File: src/rtl/axis_pkg.sv
// Shared helpers for the AXI4-Stream master FIFO: width derivations and the
// beat layout {TLAST, TKEEP, TDATA} used for FIFO storage.
package axis_pkg;

  function automatic int clog2(input int n);
    int r;
    r = 0;
    for (int i = 0; i < 31; i++) begin
      if ((1 << i) < n) r = i + 1;
    end
    return r;
  endfunction

  function automatic int keep_width(input int data_w);
    return data_w / 8;
  endfunction

  function automatic int beat_width(input int data_w);
    return data_w + keep_width(data_w) + 1;
  endfunction

  localparam int DEFAULT_TDATA_W = 32;
  localparam int DEFAULT_BEAT_W  = DEFAULT_TDATA_W + DEFAULT_TDATA_W / 8 + 1;

  typedef struct packed {
    logic                         last;
    logic [DEFAULT_TDATA_W/8-1:0] keep;
    logic [DEFAULT_TDATA_W-1:0]   data;
  } axis_beat_t;

endpackage

File: src/rtl/axis_sync_fifo.sv
// Synchronous FIFO storage with extra-MSB pointers. The not-full flag is
// registered from the next-state pointers so it never depends combinationally on inputs.
module axis_sync_fifo
  import axis_pkg::*;
#(
  parameter int DEPTH = 16,
  parameter int WIDTH = 37
) (
  input  logic             i_clk,
  input  logic             i_rst_n,
  input  logic             i_wr_en,
  input  logic [WIDTH-1:0] i_wr_data,
  input  logic             i_rd_en,
  output logic [WIDTH-1:0] o_rd_data,
  output logic             o_not_full,
  output logic             o_empty
);

  localparam int ADDR_W = clog2(DEPTH);
  localparam int PTR_W  = ADDR_W + 1;

  logic [WIDTH-1:0] r_mem [DEPTH];
  logic [PTR_W-1:0] r_wr_ptr;
  logic [PTR_W-1:0] r_rd_ptr;
  logic             r_not_full;

  logic             w_wr;
  logic             w_rd;
  logic [PTR_W-1:0] w_wr_ptr_nxt;
  logic [PTR_W-1:0] w_rd_ptr_nxt;
  logic             w_full_nxt;

  assign o_empty      = (r_wr_ptr == r_rd_ptr);
  assign w_wr         = i_wr_en && r_not_full;
  assign w_rd         = i_rd_en && !o_empty;
  assign w_wr_ptr_nxt = r_wr_ptr + PTR_W'(w_wr);
  assign w_rd_ptr_nxt = r_rd_ptr + PTR_W'(w_rd);

  // Full when the wrap bits differ but the addresses coincide.
  assign w_full_nxt = (w_wr_ptr_nxt[ADDR_W] != w_rd_ptr_nxt[ADDR_W]) &&
                      (w_wr_ptr_nxt[ADDR_W-1:0] == w_rd_ptr_nxt[ADDR_W-1:0]);

  always_ff @(posedge i_clk) begin
    if (!i_rst_n) begin
      r_wr_ptr   <= '0;
      r_rd_ptr   <= '0;
      r_not_full <= 1'b1;
    end else begin
      r_wr_ptr   <= w_wr_ptr_nxt;
      r_rd_ptr   <= w_rd_ptr_nxt;
      r_not_full <= !w_full_nxt;
    end
  end

  always_ff @(posedge i_clk) begin
    if (w_wr) r_mem[r_wr_ptr[ADDR_W-1:0]] <= i_wr_data;
  end

  assign o_rd_data  = r_mem[r_rd_ptr[ADDR_W-1:0]];
  assign o_not_full = r_not_full;

endmodule

File: src/rtl/axis_master_fifo.sv
// AXI4-Stream master: FIFO array plus a registered output stage, with fill
// level, sticky overflow and a sent-packet counter for the control logic above.
module axis_master_fifo
  import axis_pkg::*;
#(
  parameter int FIFO_DEPTH           = 16,
  parameter int C_M_AXIS_TDATA_WIDTH = 32,
  parameter int PKT_CNT_WIDTH        = 16
) (
  input  logic                              M_AXIS_ACLK,
  input  logic                              M_AXIS_ARESETN,
  input  logic [C_M_AXIS_TDATA_WIDTH-1:0]   TDATA_in,
  input  logic [C_M_AXIS_TDATA_WIDTH/8-1:0] TKEEP_in,
  input  logic                              TLAST_in,
  input  logic                              TVALID_in,
  output logic                              TREADY_out,
  input  logic                              CLR_OVF,
  input  logic                              M_AXIS_TREADY,
  output logic [C_M_AXIS_TDATA_WIDTH-1:0]   M_AXIS_TDATA,
  output logic [C_M_AXIS_TDATA_WIDTH/8-1:0] M_AXIS_TKEEP,
  output logic [C_M_AXIS_TDATA_WIDTH/8-1:0] M_AXIS_TSTRB,
  output logic                              M_AXIS_TLAST,
  output logic                              M_AXIS_TVALID,
  output logic [clog2(FIFO_DEPTH+1):0]      LEVEL,
  output logic                              OVERFLOW,
  output logic [PKT_CNT_WIDTH-1:0]          PKT_CNT
);

  localparam int KEEP_W  = keep_width(C_M_AXIS_TDATA_WIDTH);
  localparam int BEAT_W  = beat_width(C_M_AXIS_TDATA_WIDTH);
  localparam int LEVEL_W = clog2(FIFO_DEPTH + 1) + 1;

  // Handshake rule on both sides: a beat transfers on a rising edge where
  // valid && ready. The source raises valid without waiting for ready and holds
  // the beat stable until it transfers; upstream writes while not ready are dropped.

  logic                            w_not_full;
  logic                            w_empty;
  logic                            w_wr_acc;
  logic                            w_fire;
  logic                            w_load;
  logic [BEAT_W-1:0]               w_wr_beat;
  logic [BEAT_W-1:0]               w_rd_beat;

  logic [C_M_AXIS_TDATA_WIDTH-1:0] r_tdata;
  logic [KEEP_W-1:0]               r_tkeep;
  logic                            r_tlast;
  logic                            r_tvalid;
  logic [LEVEL_W-1:0]              r_level;
  logic                            r_ovf;
  logic [PKT_CNT_WIDTH-1:0]        r_pkt_cnt;

  assign w_wr_beat = {TLAST_in, TKEEP_in, TDATA_in};
  assign w_wr_acc  = TVALID_in && w_not_full;
  assign w_fire    = r_tvalid && M_AXIS_TREADY;
  assign w_load    = !w_empty && (!r_tvalid || M_AXIS_TREADY);

  axis_sync_fifo #(
    .DEPTH (FIFO_DEPTH),
    .WIDTH (BEAT_W)
  ) u_fifo (
    .i_clk      (M_AXIS_ACLK),
    .i_rst_n    (M_AXIS_ARESETN),
    .i_wr_en    (TVALID_in),
    .i_wr_data  (w_wr_beat),
    .i_rd_en    (w_load),
    .o_rd_data  (w_rd_beat),
    .o_not_full (w_not_full),
    .o_empty    (w_empty)
  );

  // Output stage refills on the same edge that retires the current beat.
  always_ff @(posedge M_AXIS_ACLK) begin
    if (!M_AXIS_ARESETN) begin
      r_tvalid <= 1'b0;
      r_tlast  <= 1'b0;
      r_tkeep  <= '0;
      r_tdata  <= '0;
    end else if (w_load) begin
      r_tvalid <= 1'b1;
      r_tlast  <= w_rd_beat[BEAT_W-1];
      r_tkeep  <= w_rd_beat[BEAT_W-2 -: KEEP_W];
      r_tdata  <= w_rd_beat[C_M_AXIS_TDATA_WIDTH-1:0];
    end else if (w_fire) begin
      r_tvalid <= 1'b0;
    end
  end

  // Level counts words in the whole block; an array-to-register move is neutral.
  always_ff @(posedge M_AXIS_ACLK) begin
    if (!M_AXIS_ARESETN) begin
      r_level   <= '0;
      r_ovf     <= 1'b0;
      r_pkt_cnt <= '0;
    end else begin
      r_level <= r_level + LEVEL_W'(w_wr_acc) - LEVEL_W'(w_fire);
      if (TVALID_in && !w_not_full) r_ovf <= 1'b1;
      else if (CLR_OVF)             r_ovf <= 1'b0;
      if (w_fire && r_tlast) r_pkt_cnt <= r_pkt_cnt + 1'b1;
    end
  end

  assign TREADY_out    = w_not_full;
  assign M_AXIS_TDATA  = r_tdata;
  assign M_AXIS_TKEEP  = r_tkeep;
  assign M_AXIS_TSTRB  = r_tkeep;
  assign M_AXIS_TLAST  = r_tlast;
  assign M_AXIS_TVALID = r_tvalid;
  assign LEVEL         = r_level;
  assign OVERFLOW      = r_ovf;
  assign PKT_CNT       = r_pkt_cnt;

endmodule

File: config.mk
export PLATFORM = sky130hd
export DESIGN_NAME = axis_master_fifo
export DESIGN_NICKNAME = d
export VERILOG_FILES = /design/src/rtl/axis_pkg.sv /design/src/rtl/axis_sync_fifo.sv /design/src/rtl/axis_master_fifo.sv
export SDC_FILE = /design/constraint.sdc
export NUM_CORES = 1
export LEC_CHECK = 0
export ABC_AREA = 1
export ABC_CLOCK_PERIOD_IN_PS = 7050
export CAP_MARGIN = 25
export CORE_UTILIZATION = 55
export CTS_CLUSTER_DIAMETER = 30
export DETAILED_ROUTE_END_ITERATION = 6
export PLACE_DENSITY_LB_ADDON = 0.3
export REMOVE_ABC_BUFFERS = 1
export SYNTH_ARGS = -nofsm -noshare
export SYNTH_HDL_FRONTEND = slang
export SYNTH_SLANG_ARGS = --single-unit
File: constraint.sdc
create_clock -name M_AXIS_ACLK -period 7.05 [get_ports M_AXIS_ACLK]
set_clock_uncertainty 0.1 [all_clocks]
set_input_delay 1.7625 -clock M_AXIS_ACLK [delete_from_list [all_inputs] [get_ports M_AXIS_ACLK]]
set_output_delay 1.7625 -clock M_AXIS_ACLK [all_outputs]
set_load 0.02 [all_outputs]
Yosys cells after proc, flatten, opt, wreduce, memory -nomap -nowiden
Memories as Yosys holds them, arrays and structs flattened. A register that Yosys moved wholly into a read port is not among the register bits. Cells that the tools add are included.

$add $sub $neg: 5. Eq/ne operators: 3. Mux-type cells: 6. Reductions and logical operators: 15.

Operators with widths (number): 16-bit by 1-bit adder with 16-bit output, second input constant (1); 5-bit by 1-bit adder with 5-bit output (2); 1-bit logical AND (7); 6-bit by 1-bit adder with 6-bit output (1); 1-bit 2-to-1 mux (6); 6-bit by 1-bit subtractor with 6-bit output (1); 5-bit equality test (1); 1-bit zero test (5); 4-bit equality test (1); 2-bit nonzero test (2); 1-bit logical OR (1); 1-bit inequality test (1).

Flip-flop bits (word level): 35. RAM bits: 592. Bits of input ports: 42. Output and inout bits: 66. Logic and storage cells: 37. Memories kept: 1.

Memory list: u_fifo.r_mem (words 16, width 37, rd ports 1, clocked after Yosys merged registers in 1, wr ports 1, RTL line axis_sync_fifo.sv:22) `logic [WIDTH-1:0] r_mem [DEPTH];`.

Longest topological paths before layout
Depth after elaboration: 8. Gate-level depth with buffers: 17. Gate-level depth less buffers: 13.

By module
From an unflattened synthesis, not the netlist that was laid out.

Cell total of the unflattened synthesis: 2481. Area, all modules: 27226.1 um2.

Modules (own cells, without submodules): axis_sync_fifo (instances 1, cells each 2138, area an instance 24622.4 um2, sequential area each 17997.3 um2); axis_master_fifo (instances 1, cells each 343, area an instance 2603.7 um2, sequential area each 1221.2 um2).

Worst setup path before layout
OpenSTA, ideal clock, no wires.

Kind: input to register. Start: input port TVALID_in. End: memory u_fifo.r_mem[12][0] (enable). Library setup time: 431 ps. Data arrival time: 3638 ps. Data required time: 6519 ps. Path slack: 2881 ps. Stages: 4. Cell sequence: nand2_1 -> inv_1 -> nand3_1 -> nor2_1.

Cells in the longest elaborated chain, start to end: 3.

RTL lines: from (decl) (RTL line axis_master_fifo.sv:15) `input logic TVALID_in,`; 1-bit logical AND (RTL line axis_sync_fifo.sv:34) `assign w_wr = i_wr_en && r_not_full;`; 1-bit 2-to-1 mux (RTL line axis_sync_fifo.sv:56) `if (w_wr) r_mem[r_wr_ptr[ADDR_W-1:0]] <= i_wr_data;`; 1-bit 2-to-1 mux (not written as such) (RTL line axis_sync_fifo.sv:56); to (decl) (RTL line axis_sync_fifo.sv:22).

No other way between the ends.

Worst setup path after layout
Start: input port M_AXIS_TREADY. End: register u_fifo.r_not_full (netlist: u_fifo.o_not_full).

Cells in the longest elaborated chain, start to end: 7.

RTL lines: from (decl) (RTL line axis_master_fifo.sv:18) `input logic M_AXIS_TREADY,`; 1-bit logical OR (RTL line axis_master_fifo.sv:56) `assign w_load = !w_empty && (!r_tvalid || M_AXIS_TREADY);`; 1-bit logical AND (RTL line axis_master_fifo.sv:56); via u_fifo.i_rd_en (RTL line axis_sync_fifo.sv:13) `input logic i_rd_en,`; 1-bit logical AND (RTL line axis_sync_fifo.sv:35) `assign w_rd = i_rd_en && !o_empty;`; 5-bit by 1-bit adder with 5-bit output (RTL line axis_sync_fifo.sv:37) `assign w_rd_ptr_nxt = r_rd_ptr + PTR_W'(w_rd);`; via u_fifo.w_rd_ptr_nxt[1] (RTL line axis_sync_fifo.sv:30) `logic [PTR_W-1:0] w_rd_ptr_nxt;`; 4-bit equality test (RTL line axis_sync_fifo.sv:41) `(w_wr_ptr_nxt[ADDR_W-1:0] == w_rd_ptr_nxt[ADDR_W-1:0]);`; 1-bit logical AND (RTL line axis_sync_fifo.sv:40) `assign w_full_nxt = (w_wr_ptr_nxt[ADDR_W] != w_rd_ptr_nxt[ADDR_W]) &&`; 1-bit zero test (RTL line axis_sync_fifo.sv:51) `r_not_full <= !w_full_nxt;`; to (signal assigned) (RTL line axis_sync_fifo.sv:51); to (decl) (RTL line axis_sync_fifo.sv:25) `logic r_not_full;`.

The timed path passes the listed nets, and every way through them passes these cells. A chain may end at the register's enable or synchronous reset.

==> results_dict.tcl <==
set metrics [dict create \
    rr_endpoint "u_fifo.o_not_full" \
    peakVddDrop_mv 0.2797 \
    period_share 0.5666 \
    core-area_um2 50170 \
    cp_num_buf_inv 3 \
    grt.busiest_layer "met2" \
    ys_seq_elements 664 \
    wirelength_um 67060 \
    ys.flop_type "edfxtp_1" \
    fin_hold_ws_ps 362.8 \
    drc_errors 0 \
    start_util 0.5581 \
    met2_usage 0.4426 \
    max_cap_viol_count 0 \
    critPathMaxFanout 76 \
    setup_viol 0 \
    tightest_slew_ps 1044 \
    p_clk_frac 0.433 \
    synth.avg_cell_area_um2 10.24 \
    p_leak_nw 13.90 \
    cp_slowest_cell "nand2_4" \
    place_area_um2 29600 \
    holdBufCountCts 0 \
    vias_per_cell 5.390 \
    hp-start "OVERFLOW" \
    grt_max_degree 189 \
    crit_arrival_ps 4410 \
    path_cells "clkdlybuf4s50_1, inv_1, nand2_1, nand2_4, inv_2, ha_1, ha_1, o21ai_0, o211ai_1, nor3_1, nand3_1" \
    grt_pass1_wl_um 104100 \
    vias 19590 \
    fin_crit_ps 3994 \
    clock_path_buffers 3 \
    cts.sinks 664 \
    switching_power_mw 4.093 \
    ys_async_sr_fraction 0 \
    internal_power_mw 9.381 \
    swShare 0.3038 \
    synthCells 2735 \
    fin_area_um2 33860 \
    hold_depth 2 \
    h-tree-depth 3 \
    cts_tree "built" \
    fin_nets 2913 \
    reg2reg_from "u_fifo.r_rd_ptr[0]" \
    areaGrowthSynthToFinish_pct 20.91 \
    hp-class "reg2reg" \
    maxSlewViolCount 0 \
    setup_tns_ps 0 \
    outcome "finished clean" \
    startpoint_type "primary input" \
    dp_hpwl_um 34910 \
    critPathKind "in2reg" \
    io-pin-count 108 \
    antenna_cells 0 \
    synth-edff-count 592 \
    cts_buffers 119 \
    rsz0062_at_grt "false" \
    die_area_um2 51820 \
    reg2reg_setup_slack_ps 3120 \
    combPwrFrac 0.223 \
    drt_iter0_markers 1813 \
    hold_viol 0 \
    powerDensity_nw_per_um2 398.0 \
    slew_headroom 0.3041 \
    grt.total_usage 0.2644 \
    crit_family "simple AND/OR/NAND/NOR gates" \
    gp_congestion 0.8080 \
    yosysSeqAreaShare 0.6863 \
    setup_ws_ps 3056 \
    use_met3 0.05258 \
    r2r_cells 13 \
    port_buffers 107 \
    cts_resized 0 \
    layout-drive-gt1-share 0.08947 \
    ys_types 31 \
    clkLatencyLatePin_ps 660 \
    die_y_um 227.6 \
    grt_remaining_overflow 0 \
    clockRootBuffer "clkbuf_16" \
    total_power_mw 13.47 \
    die_w_um 227.6 \
    end_kind "register" \
    cp.required_ps 7470 \
    yosysWarnings 0 \
    drt_pass1_iterations 5 \
    grt_antenna_before_repair 1 \
    place_ws_ps 2401 \
    worstSetupStartpoint "M_AXIS_TREADY" \
    max_freq_mhz 250.4 \
    drtAntennaViolNets 0 \
    seq_power_share 0.344 \
    cpMostUsedCell "ha_1" \
    avgRoutedWirePerCell_um 18.45 \
    rows 82 \
    clk_pin_slew_worst_paths_ps 50 \
    use_met1 0.3437 \
    crit_path_max_incr_delay_ps 740 \
    syn_area_um2 28000 \
    min_to "OVERFLOW" \
    grt_pass1_vias 19370 \
    post_cts_buffers 0 \
]
==> synth_stat cells (22+ instances only) <==
cell | n | area [um2]
a21oi_1 | 53 | 265.3
o21ai_0 | 104 | 520.5
buf_4 | 22 | 165.2
nand2_1 | 612 | 2297
clkbuf_1 | 57 | 214.0
dfxtp_1 | 72 | 1441
o21ai_1 | 54 | 270.3
buf_2 | 39 | 195.2
inv_1 | 407 | 1528
nor2_1 | 383 | 1438
nand3_1 | 273 | 1366
edfxtp_1 | 592 | 17780
==> per-stage QoR <==
step | std cells | util
after floorplan | 2598 | -
after global placement | 3407 | 0.5900
after detailed placement | 3407 | 0.5900
after CTS | 3631 | 0.6733
after global routing | 3634 | 0.6748
final | 3634 | 0.6748
==> cells in the final DEF, fill, tap and decap left out, types with 20 or more instances in the layout <==
cell             synthesis  layout
dfxtp_1                 72      69
o21ai_1                 54      54
nand2_1                612     611
inv_1                  407     405
clkdlybuf4s50_1          0     107
edfxtp_1               592     592
o21ai_0                104     104
a21oi_1                 53      53
bufinv_16                0      20
buf_4                   22      30
clkinv_2                 0      20
nor2_1                 383     366
nand3_1                273     273
clkbuf_16                0     122
==> worst max-delay path by stage <==
stage | endpoint | slack, ps | cells after the start
finish | u_fifo.o_not_full | 3060 | 11
global route | u_fifo.o_not_full | 2790 | 13
CTS | u_fifo.o_not_full | 2820 | 13
detailed placement | u_fifo.o_not_full | 2400 | 11
global placement | u_fifo.o_not_full | 2400 | 11
floorplan | u_fifo.o_not_full | -4250 | 13
==> layer usage <==
layer	part of all wire	up-vias
li1	-	9161
met1	0.40	9302
met2	0.48	964
met3	0.087	158
met4	0.027	2
met5	0.00019	-
==> worst min-delay path: cells and delay by family (launching register included) <==
kind | cells | cell delay [ps]
compound gates | 1 | 50
flops | 1 | 300
simple gates | 1 | 60
==> state kept, by name, indices dropped and copies added, names as in the netlist <==
signal,cells
u_fifo.o_not_full,1
M_AXIS_TKEEP,4
u_fifo.r_mem,592
M_AXIS_TLAST,1
PKT_CNT,16
LEVEL,6
M_AXIS_TDATA,32
M_AXIS_TVALID,1
u_fifo.r_rd_ptr,5
OVERFLOW,1
u_fifo.r_wr_ptr,5
==> final cells by class <==
class | count | area, um2
inverters | 413 | 1560
repair buffers | 140 | 1371
flip-flops and latches | 664 | 19230
clock buffers | 140 | 3161
well taps | 672 | 840.8
multi-input cells | 1521 | 6675
clock inverters | 84 | 1021
fillers | 3491 | 16310
==> power by group through the flow <==
stage | combinational [mW] | clock (mW) | sequential [mW]
3_3_place_gp | 2.85 | 0 | 4.70
5_1_grt | 3.34 | 6.09 | 4.65
2_1_floorplan | 1.81 | 0 | 4.98
3_5_place_dp | 2.92 | 0 | 4.71
4_1_cts | 2.96 | 5.89 | 4.64
6_report | 3.00 | 5.84 | 4.64
==> logic make-up (layout without fill, tap and decap cells) <==
kind of cell / count (synthesis) / count (layout) / share of synthesized area
adder cells (fa/ha/maj): 12 / 12 / 0.005630
AO/OA/AOI/OAI: 218 / 218 / 0.03959
flip-flops: 664 / 664 / 0.6863
AND/OR/NAND/NOR: 1278 / 1278 / 0.1843
buffers and inverters: 550 / 777 / 0.08012
XOR/XNOR: 13 / 13 / 0.004066
Note: power is estimated with default switching activity, not from simulation.
